==> config.mk <==
export PLATFORM = sky130hd
export DESIGN_NAME = vga_text_term_ctrl
export DESIGN_NICKNAME = d
export VERILOG_FILES = /design/src/rtl/vga_text_term_ctrl.sv
export SDC_FILE = /design/constraint.sdc
export NUM_CORES = 1
export LEC_CHECK = 0
export BUFFER_PORTS_ARGS = -buffer_cell sky130_fd_sc_hd__buf_2
export CAP_MARGIN = 20
export CELL_PAD_IN_SITES_DETAIL_PLACEMENT = 2
export CELL_PAD_IN_SITES_GLOBAL_PLACEMENT = 2
export CORE_MARGIN = 8
export CORE_UTILIZATION = 35
export CTS_CLUSTER_SIZE = 14
export DETAILED_ROUTE_END_ITERATION = 10
export HOLD_SLACK_MARGIN = 0.08
export PLACE_DENSITY = 0.9
export SLEW_MARGIN = 20
export SYNTH_ARGS = -nofsm -noshare
export SYNTH_HDL_FRONTEND = slang
export SYNTH_SLANG_ARGS = --single-unit
==> constraint.sdc <==
create_clock -name VGA_CLK -period 2.53 [get_ports VGA_CLK]
set_input_delay 0.3795 -clock VGA_CLK [delete_from_list [all_inputs] [get_ports VGA_CLK]]
set_output_delay 0.3795 -clock VGA_CLK [all_outputs]
set_load 0.05 [all_outputs]
==> src/rtl/vga_text_term_ctrl.sv <==
// Byte-stream terminal sequencer for the 64x30 text buffer: cell writes, cursor control,
// clear-screen and one-row scroll, all through a single write port and a 1-cycle read port.
module vga_text_term_ctrl #(
  parameter int         COLS       = 64,
  parameter int         ROWS       = 30,
  parameter logic [7:0] BLANK_CHAR = 8'h20
) (
  input  logic        VGA_CLK,
  input  logic        reset,
  input  logic        ch_valid,
  input  logic [7:0]  ch_data,
  output logic        ch_ready,
  output logic        busy,
  output logic        mem_re,
  output logic [10:0] mem_raddr,
  input  logic [7:0]  mem_rdata,
  output logic        mem_we,
  output logic [10:0] mem_waddr,
  output logic [7:0]  mem_wdata,
  output logic [5:0]  cur_col,
  output logic [4:0]  cur_row
);

  localparam logic [10:0] LAST_IDX   = 11'(COLS * ROWS - 1);
  localparam logic [10:0] COPY_FIRST = 11'(COLS);
  localparam logic [10:0] FILL_FIRST = 11'((ROWS - 1) * COLS);
  localparam logic [5:0]  LAST_COL   = 6'(COLS - 1);
  localparam logic [4:0]  LAST_ROW   = 5'(ROWS - 1);

  typedef enum logic [2:0] {
    IDLE, PUT, CLEAR, SCR_COPY, SCR_DRAIN, SCR_FILL
  } state_t;

  state_t      state_q, state_d;
  logic [5:0]  col_q, col_d;
  logic [4:0]  row_q, row_d;
  logic [10:0] idx_q, idx_d;
  logic        re_q, re_d;
  logic [10:0] raddr_q, raddr_d;
  logic        we_q, we_d;
  logic [10:0] waddr_q, waddr_d;
  logic [7:0]  wdata_q, wdata_d;
  logic        copy_wr_q, copy_wr_d;
  logic        start_scroll;

  always_ff @(posedge VGA_CLK or negedge reset) begin
    if (!reset) begin
      state_q   <= IDLE;
      col_q     <= '0;
      row_q     <= '0;
      idx_q     <= '0;
      re_q      <= 1'b0;
      raddr_q   <= '0;
      we_q      <= 1'b0;
      waddr_q   <= '0;
      wdata_q   <= '0;
      copy_wr_q <= 1'b0;
    end else begin
      state_q   <= state_d;
      col_q     <= col_d;
      row_q     <= row_d;
      idx_q     <= idx_d;
      re_q      <= re_d;
      raddr_q   <= raddr_d;
      we_q      <= we_d;
      waddr_q   <= waddr_d;
      wdata_q   <= wdata_d;
      copy_wr_q <= copy_wr_d;
    end
  end

  always_comb begin
    state_d      = state_q;
    col_d        = col_q;
    row_d        = row_q;
    idx_d        = idx_q;
    re_d         = 1'b0;
    raddr_d      = raddr_q;
    we_d         = 1'b0;
    waddr_d      = waddr_q;
    wdata_d      = wdata_q;
    copy_wr_d    = 1'b0;
    start_scroll = 1'b0;

    case (state_q)
      IDLE: begin
        if (ch_valid) begin
          if (ch_data >= 8'h20 && ch_data <= 8'h7E) begin
            state_d = PUT;
            we_d    = 1'b1;
            waddr_d = {row_q, col_q};
            wdata_d = ch_data;
          end else begin
            case (ch_data)
              8'h0A: begin
                col_d = '0;
                if (row_q == LAST_ROW) start_scroll = 1'b1;
                else                   row_d = row_q + 5'd1;
              end
              8'h0D: col_d = '0;
              8'h08: if (col_q != 6'd0) col_d = col_q - 6'd1;
              8'h0C: begin
                col_d   = '0;
                row_d   = '0;
                state_d = CLEAR;
                we_d    = 1'b1;
                idx_d   = '0;
                waddr_d = '0;
                wdata_d = BLANK_CHAR;
              end
              default: ;
            endcase
          end
        end
      end
      PUT: begin
        state_d = IDLE;
        if (col_q == LAST_COL) begin
          col_d = '0;
          if (row_q == LAST_ROW) start_scroll = 1'b1;
          else                   row_d = row_q + 5'd1;
        end else begin
          col_d = col_q + 6'd1;
        end
      end
      CLEAR, SCR_FILL: begin
        if (idx_q == LAST_IDX) begin
          state_d = IDLE;
        end else begin
          we_d    = 1'b1;
          idx_d   = idx_q + 11'd1;
          waddr_d = idx_q + 11'd1;
        end
      end
      SCR_COPY: begin
        // The write for the cell read this cycle lands next cycle, taking the read data directly.
        we_d      = 1'b1;
        copy_wr_d = 1'b1;
        waddr_d   = idx_q - COPY_FIRST;
        if (idx_q == LAST_IDX) begin
          state_d = SCR_DRAIN;
        end else begin
          re_d    = 1'b1;
          idx_d   = idx_q + 11'd1;
          raddr_d = idx_q + 11'd1;
        end
      end
      SCR_DRAIN: begin
        state_d = SCR_FILL;
        we_d    = 1'b1;
        idx_d   = FILL_FIRST;
        waddr_d = FILL_FIRST;
        wdata_d = BLANK_CHAR;
      end
      default: state_d = IDLE;
    endcase

    if (start_scroll) begin
      state_d = SCR_COPY;
      re_d    = 1'b1;
      idx_d   = COPY_FIRST;
      raddr_d = COPY_FIRST;
    end
  end

  assign ch_ready  = (state_q == IDLE);
  assign busy      = (state_q != IDLE);
  assign mem_re    = re_q;
  assign mem_raddr = raddr_q;
  assign mem_we    = we_q;
  assign mem_waddr = waddr_q;
  assign mem_wdata = copy_wr_q ? mem_rdata : wdata_q;
  assign cur_col   = col_q;
  assign cur_row   = row_q;

endmodule

==> flow_summary.yaml <==
sta:
  drv_slew: 0
  rsz0062_at_grt: "no"
  finalSetupViolCount: 0
  clock.fmax_mhz: 414.5
  period_minus_slack_ns: 2.413
  finalCritPeriodShare: 0.9536
  finalWorstSetupSlack_ns: 0.1173
  slew_headroom: 0.4663
  fin_tns_setup_ns: 0
  fin_worst_skew_ns: 0.01343
  worstMarginPinSlew_ns: 0.8005
  hold_viol: 0
cts:
  hold_buffers: 0
  cts_sinks: 58
  post-cts-setup-buffers: 0
  clockRootBuffer: "clkbuf_8"
  ctsHtreeMaxLevel: 3
  cts_tree: "built"
  cts_buffer_depth: 2
  cts_buffers: 9
  clk_pin_slew_ns: 0.07
  clock_latency_ns: 0.36
critical_path:
  path_class: "reg -> reg"
  cp.arrival_ns: 2.66
  crit_required_ns: 2.78
  critPathLaunchType: "flop"
  critPathCaptureType: "flop"
  path_max_fanout: 12
yosys:
  synth-adder-area-share: 0.03020
  ys_ff_latch: 58
  synth_top_area_share: 0.3893
  synth_edf_count: 0
  avgSynthCellArea_um2: 9.184
  synth-compound-area-share: 0.2315
  synthArstFlopShare: 1.000
  synthCells: 406
  syn-num-nets: 434
  synth_area_leaders: "dfrtp_1 (39%), nand2_1 (3.9%), o21ai_0 (3.4%)"
  seq_area_frac_synth: 0.3893
  synth_cell_types: 75
  synth_top_family_by_area: "compound AO/OA/AOI/OAI gates"
  synth_simple_gate_area_share: 0.1977
  synth.area.mux_share: 0.06275
  synth-xor-area-share: 0.02584
  yosys.area.top_type: "dfrtp_1"
  yosys_warnings: 0
  netlist_area_um2: 3729
  synth_flop_cell: "dfrtp_1"
floorplan:
  io_pins: 64
  die_w_um: 119.2
  die_area_um2: 14210
  die_h_um: 119.2
  initial_core_util: 0.3612
  coreArea_um2: 10320
  rows: 37
power_and_ir_drop:
  p_leak_nw: 2.052
  ir_worst_vdd_v: 0.0003931
  pwr_density_cell_nw_per_um2: 938.2
  power.total_w: 0.004227
detailed_routing:
  drc_errors: 0
  drt_wl_total_mm: 15.12
  ant_nets: 0
  drtIter0Drc: 271
  drt_first_pass_iters: 5
  routedWlPerCell_um: 24.27
  detail_route.vias_per_cell: 5.984
  num_vias: 3728
place:
  gp_congestion: 0.8680
  place_ws_ns: -0.01683
  io_buffers: 63
  dpl_cell_area_um2: 4304
  place_hpwl_mm: 11.08
global_routing:
  grt_pass1_wl_mm: 23.94
  antenna_found_initial: 0
  grtUsageTotal: 0.2130
  grt_max_degree: 59
  grt_overflow: 0
  grt_pass1_vias: 4238
worst_hold_path:
  hold_class: "in -> async"
layout:
  layout.nets: 511
  insertedDiodeCount: 0
  drive_gt1_frac: 0.2895
  area_delta_synth_final_pct: 20.84
  fill_cells: 1133
  fin_area_um2: 4506
  final_util: 0.4364
outcome:
  status: "finished clean"
job:
  maxCapViolCount: 0
==> final timing paths <==
path	startpoint	endpoint	slack (ns)	cells past startpoint
max	idx_q[7]	mem_waddr[10]	0.12	7
min	reset	cur_col[3]	0.18	2
max reg2reg	idx_q[7]	mem_waddr[10]	0.12	7
min reg2reg	wdata_q[7]	wdata_q[7]	0.51	1
max in group asynchronous	reset	mem_waddr[4]	1.81	2
min in group VGA_CLK	ch_data[5]	wdata_q[5]	0.31	2
==> metrics by stage <==
stage | hold slack (ns) | std cells
floorplan | 0.08391 | 406
global placement | 0.4885 | 608
detailed placement | 0.4890 | 608
CTS | 0.2137 | 623
global route | 0.2472 | 623
finish | 0.1831 | 623
==> logic make-up after synthesis <==
family / after synthesis
adder cells (fa/ha/maj): 9
buffers and inverters: 49
flip-flops: 58
AO/OA/AOI/OAI: 119
XOR/XNOR: 11
AND/OR/NAND/NOR: 140
multiplexers: 20
==> flip-flops by register name, indices dropped and copies added, names as in the netlist <==
name       count
cur_row        5
mem_raddr     11
state_q        3
mem_waddr     11
wdata_q        8
mem_re         1
idx_q         11
mem_we         1
cur_col        6
copy_wr_q      1
==> cells in the mapped netlist (3+ instances only) <==
library cell and count:
or3_1 3, nor4_1 4, nor2b_1 4, nor3_1 22, o22a_1 3, a221o_1 3
o2bb2ai_1 6, and3_1 4, nand2b_1 5, o21bai_1 3, xnor2_1 8, clkbuf_1 13
o22ai_1 10, dfrtp_1 58, o21ai_0 25, nand2_1 39, nor2_1 21, inv_1 21
o211ai_1 3, o21a_1 4, ha_1 9, a221oi_1 3, a211oi_1 5, buf_2 5
nor3b_1 3, nand4_1 3, mux2i_1 8, xor2_1 3, a211o_1 5, a22oi_1 4
buf_4 5, or3b_2 3, a22o_1 4, mux2_2 7, a21o_1 3, mux2_4 5
or2_2 3, a21oi_1 16, nand3_1 12
==> worst max-delay path, stage by stage (launching register included) <==
cell and delay, ns:
dfrtp_1 0.46, inv_1 0.16, ha_1 0.17, nand4_1 0.17
o41ai_1 0.38, o21ai_0 0.25, or2_4 0.38, mux2_4 0.33
==> power by group <==
group          leakage (nW)  total [W]  internal (W)  switching [W]
clock network        0.0941   0.000881      0.000472       0.000409
logic                  1.23    0.00188      0.000571        0.00131
registers             0.728    0.00146       0.00116       0.000306
total                  2.05    0.00423       0.00220        0.00203
==> per-layer routing <==
metal,up-vias,global-route usage,part of all wire
met5,-,0,0
met4,0,0.1336,0.041
met3,44,0.04487,0.058
met2,136,0.3621,0.49
met1,1900,0.2396,0.41
li1,1648,-,-
==> what timing repair did <==
action | CTS | global route
resized for setup | 1 | 1
endpoints found under the setup margin | 1 | 2
gates cloned | 0 | 0
==> area by class of cell <==
type	instances	area (um2)	area share
clock buffer	10	137.6	0.03055
timing repair buffer	94	560.5	0.1244
tap	136	170.2	0.03777
multi-input combinational	299	2052	0.4554
clock inverter	5	55.05	0.01222
inverter	21	78.83	0.01750
sequential	58	1451	0.3221
==> layout by cell type (no fill, tap or decap), drive strengths merged, types with 5 or more instances in the layout <==
cell type / instances
a211o: 5
a211oi: 5
a21oi: 17
buf: 94
clkbuf: 10
dfrtp: 58
ha: 9
inv: 21
mux2: 12
mux2i: 8
nand2: 39
nand2b: 6
nand3: 13
nor2: 22
nor3: 23
o21ai: 27
o22ai: 10
o2bb2ai: 6
xnor2: 8
(Power assumes the default switching activity.)
